===== config.mk =====
export PLATFORM = sky130hd
export DESIGN_NAME = serialiser_n_to_1
export DESIGN_NICKNAME = d
export VERILOG_FILES = /design/src/rtl/serialiser_pkg.sv /design/src/rtl/serialiser_lane.sv /design/src/rtl/serialiser_n_to_1.sv
export SDC_FILE = /design/constraint.sdc
export NUM_CORES = 1
export LEC_CHECK = 0
export ABC_AREA = 0
export CORE_MARGIN = 3
export CORE_UTILIZATION = 58
export CTS_CLUSTER_SIZE = 30
export DETAILED_ROUTE_END_ITERATION = 8
export PLACE_DENSITY = 0.84
export SLEW_MARGIN = 15
export SYNTH_ARGS = -nofsm -noshare
export SYNTH_HDL_FRONTEND = slang
export SYNTH_SLANG_ARGS = --single-unit

===== constraint.sdc =====
create_clock -name clk -period 4.39 [get_ports clk]
set_clock_uncertainty 0.15 [all_clocks]
set_input_delay 0.6585 -clock clk [delete_from_list [all_inputs] [get_ports clk]]
set_output_delay 0.6585 -clock clk [all_outputs]
set_load 0.01 [all_outputs]

===== src/rtl/serialiser_pkg.sv =====
// Shared types and constants for the N-to-1 serialiser: FSM states, bit-order
// selectors, default geometry and the TMDS fill word.
package serialiser_pkg;

  typedef enum logic {
    IDLE = 1'b0,
    RUN  = 1'b1
  } state_t;

  localparam bit LSB_FIRST_ORDER = 1'b1;
  localparam bit MSB_FIRST_ORDER = 1'b0;

  localparam int DEFAULT_WIDTH    = 10;
  localparam int DEFAULT_CHANNELS = 3;

  localparam logic [9:0] TMDS_FILL_WORD = 10'h354;

endpackage


===== src/rtl/serialiser_lane.sv =====
// One serial lane: a one-word holding register feeding a shift register whose
// end bit drives the lane output directly.
module serialiser_lane
  import serialiser_pkg::*;
#(
  parameter int               WIDTH      = DEFAULT_WIDTH,
  parameter bit               LSB_FIRST  = LSB_FIRST_ORDER,
  parameter logic             IDLE_LEVEL = 1'b1,
  parameter logic [WIDTH-1:0] FILL_WORD  = WIDTH'(TMDS_FILL_WORD)
) (
  input  logic             clk,
  input  logic             reset,
  input  logic             accept,
  input  logic [WIDTH-1:0] din_word,
  input  logic             load_data,
  input  logic             load_fill,
  input  logic             go_idle,
  input  logic             shift,
  output logic             serial
);

  logic [WIDTH-1:0] hold_reg;
  logic [WIDTH-1:0] shift_reg;

  // Vacated positions refill with IDLE_LEVEL so an empty register reads idle.
  always_ff @(posedge clk or posedge reset) begin
    if (reset) begin
      hold_reg  <= '0;
      shift_reg <= {WIDTH{IDLE_LEVEL}};
    end else begin
      if (accept) hold_reg <= din_word;
      if (load_data)      shift_reg <= hold_reg;
      else if (load_fill) shift_reg <= FILL_WORD;
      else if (go_idle)   shift_reg <= {WIDTH{IDLE_LEVEL}};
      else if (shift)     shift_reg <= LSB_FIRST ? {IDLE_LEVEL, shift_reg[WIDTH-1:1]}
                                                 : {shift_reg[WIDTH-2:0], IDLE_LEVEL};
    end
  end

  assign serial = LSB_FIRST ? shift_reg[0] : shift_reg[WIDTH-1];

endmodule


===== src/rtl/serialiser_n_to_1.sv =====
// Multi-lane parallel-to-serial converter on the bit clock: shared control FSM
// and bit counter, per-lane hold/shift registers, optional fill on underrun.
module serialiser_n_to_1
  import serialiser_pkg::*;
#(
  parameter int               WIDTH      = DEFAULT_WIDTH,
  parameter int               CHANNELS   = DEFAULT_CHANNELS,
  parameter bit               LSB_FIRST  = LSB_FIRST_ORDER,
  parameter logic             IDLE_LEVEL = 1'b1,
  parameter bit               FILL_MODE  = 1'b0,
  parameter logic [WIDTH-1:0] FILL_WORD  = WIDTH'(TMDS_FILL_WORD)
) (
  input  logic                      clk,
  input  logic                      reset,
  input  logic                      en,
  input  logic [CHANNELS*WIDTH-1:0] din,
  input  logic                      din_valid,
  output logic                      din_ready,
  output logic [CHANNELS-1:0]       serial,
  output logic                      frame_start,
  output logic                      underrun,
  output logic                      busy
);

  localparam int              CW   = $clog2(WIDTH);
  localparam logic [CW-1:0]   LAST = CW'(WIDTH - 1);

  state_t        state;
  logic [CW-1:0] cnt;
  logic          hold_full;

  logic accept;
  logic at_last;
  logic load_data;
  logic load_fill;
  logic go_idle;
  logic shift_en;

  // Handshake: a word transfers on any clk edge where din_valid && din_ready;
  // din_ready is simply "holding register empty" and ignores en.
  assign din_ready = !hold_full;
  assign accept    = din_valid && !hold_full;

  assign at_last   = (state == RUN) && (cnt == LAST);
  assign load_data = en && hold_full && ((state == IDLE) || at_last);
  assign load_fill = en && at_last && !hold_full && FILL_MODE;
  assign go_idle   = en && at_last && !hold_full && !FILL_MODE;
  assign shift_en  = en && (state == RUN) && (cnt != LAST);

  assign busy        = (state == RUN);
  assign frame_start = (state == RUN) && (cnt == '0);

  always_ff @(posedge clk or posedge reset) begin
    if (reset) begin
      state     <= IDLE;
      cnt       <= '0;
      hold_full <= 1'b0;
      underrun  <= 1'b0;
    end else begin
      underrun <= load_fill;
      // accept and load_data are exclusive: one needs hold empty, the other full.
      if (accept)         hold_full <= 1'b1;
      else if (load_data) hold_full <= 1'b0;
      unique case (state)
        IDLE: begin
          if (load_data) begin
            state <= RUN;
            cnt   <= '0;
          end
        end
        RUN: begin
          if (en) begin
            if (cnt != LAST) cnt   <= cnt + CW'(1);
            else if (go_idle) state <= IDLE;
            else              cnt   <= '0;
          end
        end
        default: state <= IDLE;
      endcase
    end
  end

  for (genvar c = 0; c < CHANNELS; c++) begin : g_lane
    serialiser_lane #(
      .WIDTH      (WIDTH),
      .LSB_FIRST  (LSB_FIRST),
      .IDLE_LEVEL (IDLE_LEVEL),
      .FILL_WORD  (FILL_WORD)
    ) u_lane (
      .clk       (clk),
      .reset     (reset),
      .accept    (accept),
      .din_word  (din[c*WIDTH +: WIDTH]),
      .load_data (load_data),
      .load_fill (load_fill),
      .go_idle   (go_idle),
      .shift     (shift_en),
      .serial    (serial[c])
    );
  end

endmodule


==> impl_summary.txt, run 1 <==
----------------------------------------------------
[Floorplan]
  I/O pins ... 41
  Starting density of the core ... 0.612
  Total die area ... ~0.006 mm²
  Standard-cell row count ... 25
  Die height ... about 77 µm
  Width of the die ... 77.3 µm
  Core Region ... 0.00482 mm²

[Yosys]
  Syn_area_per_cell ... 10.4 µm²
  EDFF count, synth ... 0
  Mapped Area ... 0.00295 mm²
  Count of cell types in the netlist ... 32
  Fraction of the yosys area taken by sequential cells ... 0.573
  Gate count after technology mapping ... 283
  Number of synthesized register bits ... 66
  Asr flop ratio synth ... 1.00
  Total nets after synthesis ... 320
  Yosys Warn Count ... 0
  Primary flip-flop cell chosen by synthesis mapping ... sky130_fd_sc_hd__dfrtp_1

[Power]
  Worst IR Drop VDD ... 348 µV
  Leak Pwr ... 0.00147 µW
  Total power divided by cell area ... 585 mW/mm²
  Total power consumption of the routed design ... 2060 µW

[Clock network]
  CTS HTree Levels ... 3
  Clk_lat worst skew ... 0.34 ns
  Cts bufs inserted ... 9
  PostCTS Resize Cnt ... 0
  Number of hold buffers added after cts ... 0
  Clock transition at the registers of the reported paths ... 0.07 ns
  Root cell of the clock tree ... sky130_fd_sc_hd__clkbuf_8
  Clock tree from TritonCTS ... built
  Clock sink count ... 66
  Clock buffer depth ... 2
  Total setup buffers inserted after CTS ... 0

[Setup path]
  Worst flop-to-flop path startpoint ... cnt[1]
  Capturing point of the worst reg2reg path ... g_lane[0].u_lane.shift_reg[6]
  Signal arrival time at the worst endpoint ... between 1.5 and 2 ns
  CP required ... 3.58 ns
  Minimum setup slack among reg-to-reg paths ... around 2.1 ns
  Maximum single-stage delay on the critical path ... 0.60 ns
  Logic depth of the worst register-to-register path ... 6
  Cell family with the largest share of critical-path delay ... buffers and inverters
  Sort of element at the end of the critical path ... primary output
  Startpoint kind of the worst setup timing path ... flip-flop
  CP max-delay cell ... sky130_fd_sc_hd__clkdlybuf4s50_1
  Cells traversed along the worst timing path ... inv_1, ha_1, nor4b_1, clkdlybuf4s50_1
  Critical path class ... flip-flop to primary output
  Total buffers and inverters traversed by the critical path ... 2
  Biggest fanout along the worst timing path ... 4

[Placed design]
  Global placement routability congestion ... roughly 0.77
  Pre-CTS worst setup slack ... 1.63 ns
  Post-DP HPWL ... 3.91 mm
  Quantity of I/O buffers inserted on ports ... 39

[STA]
  Slew Limit Fails ... 0
  Worst hold slack after final layout ... approximately 0.33 ns
  Post-route setup slack ... 1.63 ns
  Setup violations, final ... 0
  Setup repair after global routing missed its margin ... no
  Max transition margin ... 0.312
  Final cycle utilization of the critical path ... 0.629
  Min cycle time layout ... 2.76 ns
  Highest clock rate ... ~360 MHz
  Hold Violations, Final ... 0
  Worst-margin pin slew ... around 1 ns
  TNS Setup ... 0 ns

[Finish]
  Fillers ... 359
  Net count of the finished layout ... roughly 350
  Area occupied by registers ... 0.00169 mm²
  Area of the multi-input gates ... 0.00100 mm²
  Fraction of the core area covered by cells at the end of the flow ... 0.732
  Ant diodes ... 0
  Fraction of final layout cells sized beyond drive strength 1 ... 0.203
  Layout-stage area growth over the synthesis result ... 19.6%

[Drt]
  Total length of routed wires ... 6.01 mm
  Vias ... 2,151
  First drt pass iteration count ... 4
  DRC Markers ... 0
  Detail-routed via count per cell ... 5.63
  First DRT Iteration DRCs ... roughly 260
  Remaining number of nets flagged by the antenna check after routing ... 0
  Average routed wire per standard cell ... around 16 µm

[Worst hold path]
  Hold path depth ... 2
  End point of the most critical hold path ... g_lane[2].u_lane.shift_reg[5]
  Source of the worst hold timing path ... g_lane[2].u_lane.hold_reg[5]
  Hold Path Class ... flip-flop to flip-flop

[Global routing]
  Remaining Overflow, GRT ... 0
  Global-route wire length before repair ... 10.5 mm
  Tot GR Track Use ... 0.227
  Antenna violations before repair ... 0
  Maximum number of pins on one net before global-route repair ... 58
  Via count of the first global-routing pass ... 2,202

[Run status]
  Outcome ... complete, no violations

[Flow run]
  # Max-Cap Violations ... 0

----------------------------------------------------
[cells by family (layout without fill, tap and decap cells)]
kind of cell | count (synthesis) | count (layout) | share of synthesized area
muxes | 3 | 3 | 0.0115
and+or+nand+nor | 52 | 52 | 0.0759
DFF | 66 | 66 | 0.573
adders and majority gates | 3 | 3 | 0.0127
AOI/OAI and AO/OA | 99 | 99 | 0.237
other | 1 | 1 | 0.00127
buffers and inverters | 59 | 91 | 0.0891
[per-stage QoR]
step / std cells / instance area [µm²]
global placement: 366 / 3310
global route: 382 / 3530
floorplan: 283 / 2950
CTS: 382 / 3530
detailed placement: 366 / 3310
finish: 382 / 3530
[report_power, final]
group	internal (µW)	leakage, µW	total (µW)	switching (µW)
clock	319	0.000113	555	236
combinational	217	0.000618	496	279
sequential	896	0.000739	1010	116
total	1430	0.00147	2060	631
[worst max path at each step]
| stage | from | to | slack, ns | cells past startpoint |
|---|---|---|---|---|
| after global placement | en | g_lane[0].u_lane.shift_reg[6] | 1.72 | 4 |
| after floorplan | reset | busy | 1.98 | 1 |
| after CTS | cnt[1] | frame_start | 1.63 | 4 |
| final | cnt[1] | frame_start | 1.63 | 4 |
| after detailed placement | en | g_lane[0].u_lane.shift_reg[6] | 1.63 | 4 |
| after global routing | cnt[1] | frame_start | 1.55 | 4 |
[placed cells by master, fill, tap and decap left out, drive strengths merged, types with 3 or more instances in the layout]
master	instances
o22a	3
o21ai	30
a21o	3
o221ai	12
inv	35
clkbuf	9
o32ai	16
nand2	42
mux2	3
clkdlybuf4s50	39
a21oi	30
clkinv	4
ha	3
dfrtp	36
dfstp	30
[layer usage]
metal | track usage | wire, µm | vias to the layer above
met3 | 0.0563 | 278 | 16
met2 | 0.361 | 3000 | 61
met5 | 0 | 0 | -
met1 | 0.283 | 2570 | 1042
li1 | - | - | 1032
met4 | 0.128 | 163 | 0
[Yosys cell counts, types with 2 or more instances]
library cell	count	area, µm²
sky130_fd_sc_hd__ha_1	3	37.5
sky130_fd_sc_hd__mux2_2	3	33.8
sky130_fd_sc_hd__clkbuf_1	5	18.8
sky130_fd_sc_hd__o32ai_1	16	140
sky130_fd_sc_hd__buf_2	14	70.1
sky130_fd_sc_hd__a21oi_1	29	145
sky130_fd_sc_hd__dfrtp_1	36	901
sky130_fd_sc_hd__dfstp_2	30	788
sky130_fd_sc_hd__buf_4	4	30.0
sky130_fd_sc_hd__and3b_1	2	17.5
sky130_fd_sc_hd__o21ai_0	29	145
sky130_fd_sc_hd__nor2_1	2	7.51
sky130_fd_sc_hd__o221ai_2	10	150
sky130_fd_sc_hd__nand3b_1	2	15.0
sky130_fd_sc_hd__o22a_1	3	26.3
sky130_fd_sc_hd__a21o_1	3	22.5
sky130_fd_sc_hd__o221ai_1	2	17.5
sky130_fd_sc_hd__nand2_1	42	158
sky130_fd_sc_hd__o21a_1	2	15.0
sky130_fd_sc_hd__inv_1	34	128
[worst reg2reg max path: cells and delay by family (launching register included)]
kind / cells / cell delay [ns]
buf+inv: 2 / 0.44
compound gates: 2 / 0.86
fa+ha+maj: 1 / 0.17
flops: 1 / 0.42
simple gates: 1 / 0.15
[layout make-up]
class | instances | share of cell area
Tap cell | 67 | 0.0238
Inverter | 34 | 0.0362
Sequential cell | 66 | 0.479
Clock inverter | 7 | 0.0263
Multi-Input combinational cell | 158 | 0.285
Timing Repair Buffer | 41 | 0.115
Clock buffer | 9 | 0.0351
(Power assumes the default switching activity.)
==> run 2, diff against run 1 <==
- CORE_UTILIZATION: 58 -> 49
- PLACE_DENSITY: 0.84 -> 0.76
- clock period: 4.39 -> 2.3 ns (I/O delays scaled with it)
==> impl_summary.txt, run 2 (synthesized netlist as in run 1, its figures left out) <==
----------------------------------------------------
[Floorplan]
  Starting density of the core ... 0.520
  I/O pins ... 41
  Width of the die ... 83.6 µm
  Core Region ... 0.00568 mm²
  Standard-cell row count ... 27
  Total die area ... 0.00699 mm²
  Die height ... roughly 84 µm

[Drt]
  Total length of routed wires ... between 5 and 6 mm
  DRC Markers ... 0
  Vias ... 2,095
  Met3 Wirelength ... 252 µm
  Detailed-routing wirelength on met1 ... ~2.7 mm
  Detail-routed via count per cell ... 5.32
  Met2 Routed Length ... around 2.7 mm
  Average routed wire per standard cell ... 14.7 µm
  First drt pass iteration count ... 4
  First DRT Iteration DRCs ... ~110
  Remaining number of nets flagged by the antenna check after routing ... 0
  Top routing layer used ... met4

[Global routing]
  Maximum number of pins on one net before global-route repair ... 67
  Global-route wire length before repair ... slightly below 10 mm
  Tot GR Track Use ... 0.178
  Via count of the first global-routing pass ... roughly 2,100
  Remaining Overflow, GRT ... 0
  Antenna violations before repair ... 0

[Finish]
  Fraction of final layout cells sized beyond drive strength 1 ... 0.214
  Fraction of the core area covered by cells at the end of the flow ... 0.633
  Post-route cell area ... 0.00359 mm²
  Ant diodes ... 0
  Layout-stage area growth over the synthesis result ... 21.8%
  Commonest non-fill, non-tap cell in the layout ... sky130_fd_sc_hd__nand2_1
  Commonest non-fill, non-tap cells in the layout ... 42 x sky130_fd_sc_hd__nand2_1, 38 x sky130_fd_sc_hd__clkdlybuf4s50_1, 36 x sky130_fd_sc_hd__dfrtp_1
  Net count of the finished layout ... around 350

[Power]
  Sw Ratio ... 0.295
  Total power divided by cell area ... 1060 mW/mm²
  Leak Pwr ... around 0.0015 µW
  Net switching power figure ... ~1100 µW
  Fraction of power consumed by sequential logic ... 0.501
  Share of power burned in the clock network ... 0.253
  Worst IR Drop VDD ... between 500 and 600 µV
  Comb power frac ... 0.246
  Internal power ... 2690 µW

[Setup path]
  Critical path class ... flip-flop to primary output
  Capturing point of the worst reg2reg path ... g_lane[0].u_lane.shift_reg[7]
  Cells traversed along the worst timing path ... inv_1, ha_1, nor4b_1, dlygate4sd2_1
  Minimum setup slack among reg-to-reg paths ... 0.40 ns
  Worst flop-to-flop path startpoint ... cnt[1]
  Sort of element at the end of the critical path ... primary output
  CP max-delay cell ... sky130_fd_sc_hd__dfrtp_1
  Biggest fanout along the worst timing path ... 5
  Maximum single-stage delay on the critical path ... 0.43 ns
  Signal arrival time at the worst endpoint ... 1.53 ns
  Logic depth of the worst register-to-register path ... 5
  CP required ... 1.80 ns
  Startpoint kind of the worst setup timing path ... flip-flop

[Placed design]
  Placed standard-cell area ... 0.00339 mm²
  Global placement routability congestion ... 0.748
  Quantity of I/O buffers inserted on ports ... 39
  Post-DP HPWL ... 3.82 mm
  Pre-CTS worst setup slack ... 0.231 ns

[STA]
  Min cycle time layout ... around 2 ns
  Highest clock rate ... 493 MHz
  Max transition margin ... 0.542
  Slew Limit Fails ... 0
  Post-route setup slack ... 0.270 ns
  Final cycle utilization of the critical path ... 0.883
  TNS Setup ... 0 ns
  Setup violations, final ... 0
  Setup repair after global routing missed its margin ... no
  Hold Violations, Final ... 0
  Worst-margin pin slew ... 0.687 ns

[Clock network]
  Clock buffer depth ... 2
  Clk_lat worst skew ... approximately 0.34 ns
  Clock sink count ... 66
  Clock tree from TritonCTS ... built
  Clock transition at the registers of the reported paths ... about 0.060 ns
  CTS HTree Levels ... 3
  Number of hold buffers added after cts ... 0
  Cts bufs inserted ... 9
  Root cell of the clock tree ... sky130_fd_sc_hd__clkbuf_8

[Worst hold path]
  Hold Path Class ... input pin to async pin

[Run status]
  Outcome ... complete, no violations

[Flow run]
  # Max-Cap Violations ... 0

----------------------------------------------------
==> run 2: metal layers <==
metal / track usage / vias up
met3: 0.0454 / 13
li1: - / 1040
met1: 0.231 / 990
met2: 0.268 / 52
met4: 0.107 / 0
met5: 0 / -
==> run 2: how the worst max path moves through the flow <==
stage                 from                       endpoint  slack (ns)  cells past startpoint
detailed placement      en  g_lane[0].u_lane.shift_reg[6]        0.23                      4
global route        cnt[0]                    frame_start        0.11                      4
finish              cnt[0]                    frame_start        0.27                      4
global placement        en  g_lane[0].u_lane.shift_reg[7]        0.27                      4
CTS                 cnt[1]                    frame_start        0.25                      4
floorplan            reset                           busy        0.20                      1
==> run 2: power by group through the flow <==
stage	sequential [µW]	combinational [µW]	clock (µW)
5_1_grt	1970	1070	1050
2_1_floorplan	1860	714	0
4_1_cts	1910	956	991
3_5_place_dp	1930	951	0
6_report	1910	939	965
3_3_place_gp	1920	897	0
==> run 2: cell type report <==
| type | count | area, µm² |
|---|---|---|
| Tap cell | 72 | 90.1 |
| Clock buffer | 13 | 159 |
| Clock inverter | 3 | 40.0 |
| Fill cell | 459 | 2080 |
| Sequential cell | 66 | 1690 |
| Multi-Input combinational cell | 158 | 1000 |
| Timing Repair Buffer | 48 | 482 |
| Inverter | 34 | 128 |
==> run 2: what timing repair did <==
item | in CTS | in global routing
setup buffers | 0 | 0
endpoints found under the setup margin | 1 | 0
gates resized for setup | 1 | 0
==> run 2: worst max-delay path: cells and delay by family, from the launching register on <==
kind                     cells  cell delay (ns)
flip-flops                   1             0.43
buffers and inverters        2             0.41
AND/OR/NAND/NOR              1             0.22
adder cells (fa/ha/maj)      1             0.14
==> run 2: metrics by stage <==
stage                     power [µW]  hold WS [ns]  cells
after global routing            4080         0.269    394
final                           3820         0.235    394
after CTS                       3860         0.247    394
after global placement          2810         0.318    378
after detailed placement        2880         0.322    378
after floorplan                 2580         0.302    283
==> run 3, diff against run 2 <==
- clock period: 2.3 -> 1.8 ns (I/O delays scaled with it)
==> impl_summary.txt, run 3 (synthesized netlist as in run 1, its figures left out) <==
----------------------------------------------------
[Setup path]
  Critical path class ... flip-flop to flip-flop
  Biggest fanout along the worst timing path ... 10
  Minimum setup slack among reg-to-reg paths ... slightly below 0.03 ns
  Maximum single-stage delay on the critical path ... 0.38 ns
  Cell family with the largest share of critical-path delay ... compound AO/OA/AOI/OAI gates
  Cells traversed along the worst timing path ... buf_4, ha_1, and3b_1, buf_4, o32ai_1, a21oi_1
  Crit path top cell by count ... sky130_fd_sc_hd__buf_4
  CP max-delay cell ... sky130_fd_sc_hd__dfrtp_1
  Total buffers and inverters traversed by the critical path ... 2
  Signal arrival time at the worst endpoint ... 1.87 ns
  Sort of element at the end of the critical path ... flip-flop
  Startpoint kind of the worst setup timing path ... flip-flop
  CP required ... approximately 1.9 ns

[Clock network]
  Clock buffer depth ... 2
  Clock transition at the registers of the reported paths ... 0.07 ns
  Cts bufs inserted ... 9
  Clock tree from TritonCTS ... built
  Root cell of the clock tree ... sky130_fd_sc_hd__clkbuf_8
  Clock sink count ... between 60 and 70
  CTS HTree Levels ... 3
  Clk_lat worst skew ... 0.34 ns

[Global routing]
  Remaining Overflow, GRT ... 0
  Via count of the first global-routing pass ... 2,177
  Met1 GRT Util ... 0.240
  Tot GR Track Use ... 0.183
  Maximum number of pins on one net before global-route repair ... 67
  GRT busiest layer ... met2
  Global routing usage on met3 ... 0.0523
  Global-route wire length before repair ... 10.2 mm
  Met2 track demand over resource ... 0.279
  Antenna violations before repair ... 0

[Flow run]
  # Max-Cap Violations ... 0

[Drt]
  First drt pass iteration count ... 4
  Total length of routed wires ... ~6.1 mm
  Vias ... between 2,000 and 2,500
  First DRT Iteration DRCs ... 176
  DRC Markers ... 0
  Remaining number of nets flagged by the antenna check after routing ... 0
  Detail-routed via count per cell ... between 5 and 6
  Average routed wire per standard cell ... between 15 and 20 µm

[Floorplan]
  Standard-cell row count ... 27
  Core Region ... 0.00568 mm²
  Total die area ... 0.00699 mm²
  Die height ... 83.6 µm
  I/O pins ... 41
  Starting density of the core ... 0.520
  Width of the die ... 83.6 µm

[Run status]
  Outcome ... complete, no violations

[Power]
  Worst IR Drop VDD ... between 700 and 800 µV
  Total power divided by cell area ... 1320 mW/mm²
  Leak Pwr ... 0.00157 µW
  Total power consumption of the routed design ... 4920 µW

[Finish]
  Fillers ... 451
  Layout-stage area growth over the synthesis result ... 26.6%
  Commonest non-fill, non-tap cell in the layout ... sky130_fd_sc_hd__nand2_1
  Ant diodes ... 0
  Commonest non-fill, non-tap cells in the layout ... 42 x sky130_fd_sc_hd__nand2_1, 35 x sky130_fd_sc_hd__dfrtp_1, 34 x sky130_fd_sc_hd__clkdlybuf4s50_1
  Net count of the finished layout ... 365
  Filler-free cell count of the finished design ... 405
  Fraction of final layout cells sized beyond drive strength 1 ... 0.258

[STA]
  Highest clock rate ... 565 MHz
  Final cycle utilization of the critical path ... 0.984
  Slew Limit Fails ... 0
  Min cycle time layout ... 1.77 ns
  TNS Setup ... 0 ns
  Hold Violations, Final ... 0
  Worst hold slack after final layout ... 0.224 ns
  Setup violations, final ... 0

[Placed design]
  Quantity of I/O buffers inserted on ports ... 39
  Global placement routability congestion ... 0.782
  Number of placed instances with taps included ... 388
  Post-DP HPWL ... approximately 4 mm

[Worst hold path]
  Hold Path Class ... input pin to async pin

----------------------------------------------------
==> run 3: area by class of cell <==
type / instances / area [µm²] / share of cell area
Timing Repair Buffer: 59 / 597 / 0.160
Sequential cell: 66 / 1690 / 0.453
Clock buffer: 14 / 173 / 0.0462
Multi-Input combinational cell: 158 / 1040 / 0.279
Inverter: 34 / 131 / 0.0352
Tap cell: 72 / 90.1 / 0.0241
Clock inverter: 2 / 10.0 / 0.00268
==> run 3: per-stage QoR <==
| stage | worst slack [ns] | utilization | cell area, µm² |
|---|---|---|---|
| finish | 0.0296 | 0.658 | 3730 |
| global route | -0.0341 | 0.658 | 3730 |
| CTS | 0.0424 | 0.652 | 3700 |
| detailed placement | -0.0647 | 0.619 | 3510 |
| global placement | 0.0476 | 0.619 | 3510 |
| floorplan | 0.183 | - | 2950 |
==> run 3: report_power, final <==
part,total [µW],internal (µW),switching (µW)
Sequential,2440,2180,252
Combinational,1330,625,709
Clock,1150,610,540
Total,4920,3420,1500
==> run 3: what timing repair did <==
| action | 4_1_cts | 5_1_grt |
|---|---|---|
| endpoints found under the setup margin | 6 | 9 |
| setup buffers | 1 | 0 |
| resized for setup | 10 | 5 |
| hold buffers | 0 | 0 |
==> run 3: path summary, 6_finish.rpt <==
kind,from,endpoint,cells after the start
max,cnt[0],g_lane[1].u_lane.shift_reg[4],6
min,reset,cnt[1],3
max reg2reg,cnt[0],g_lane[1].u_lane.shift_reg[4],6
min reg2reg,g_lane[0].u_lane.hold_reg[0],g_lane[0].u_lane.shift_reg[0],2
max in group asynchronous,reset,g_lane[2].u_lane.shift_reg[7],3
min in group clk,g_lane[0].u_lane.hold_reg[0],g_lane[0].u_lane.shift_reg[0],2
==> run 3: worst register-to-register path, stage by stage (launching register included) <==
cell and delay [ns]:
sky130_fd_sc_hd__dfrtp_1 0.38, sky130_fd_sc_hd__buf_4 0.15, sky130_fd_sc_hd__ha_1 0.21, sky130_fd_sc_hd__and3b_1 0.21, sky130_fd_sc_hd__buf_4 0.19, sky130_fd_sc_hd__o32ai_1 0.32
sky130_fd_sc_hd__a21oi_1 0.07
==> run 3: metal layers <==
metal | share of wire | wire length (µm)
met1 | 0.45 | 2740
met2 | 0.49 | 2960
met3 | 0.041 | 252
met4 | 0.022 | 131
met5 | 0 | 0
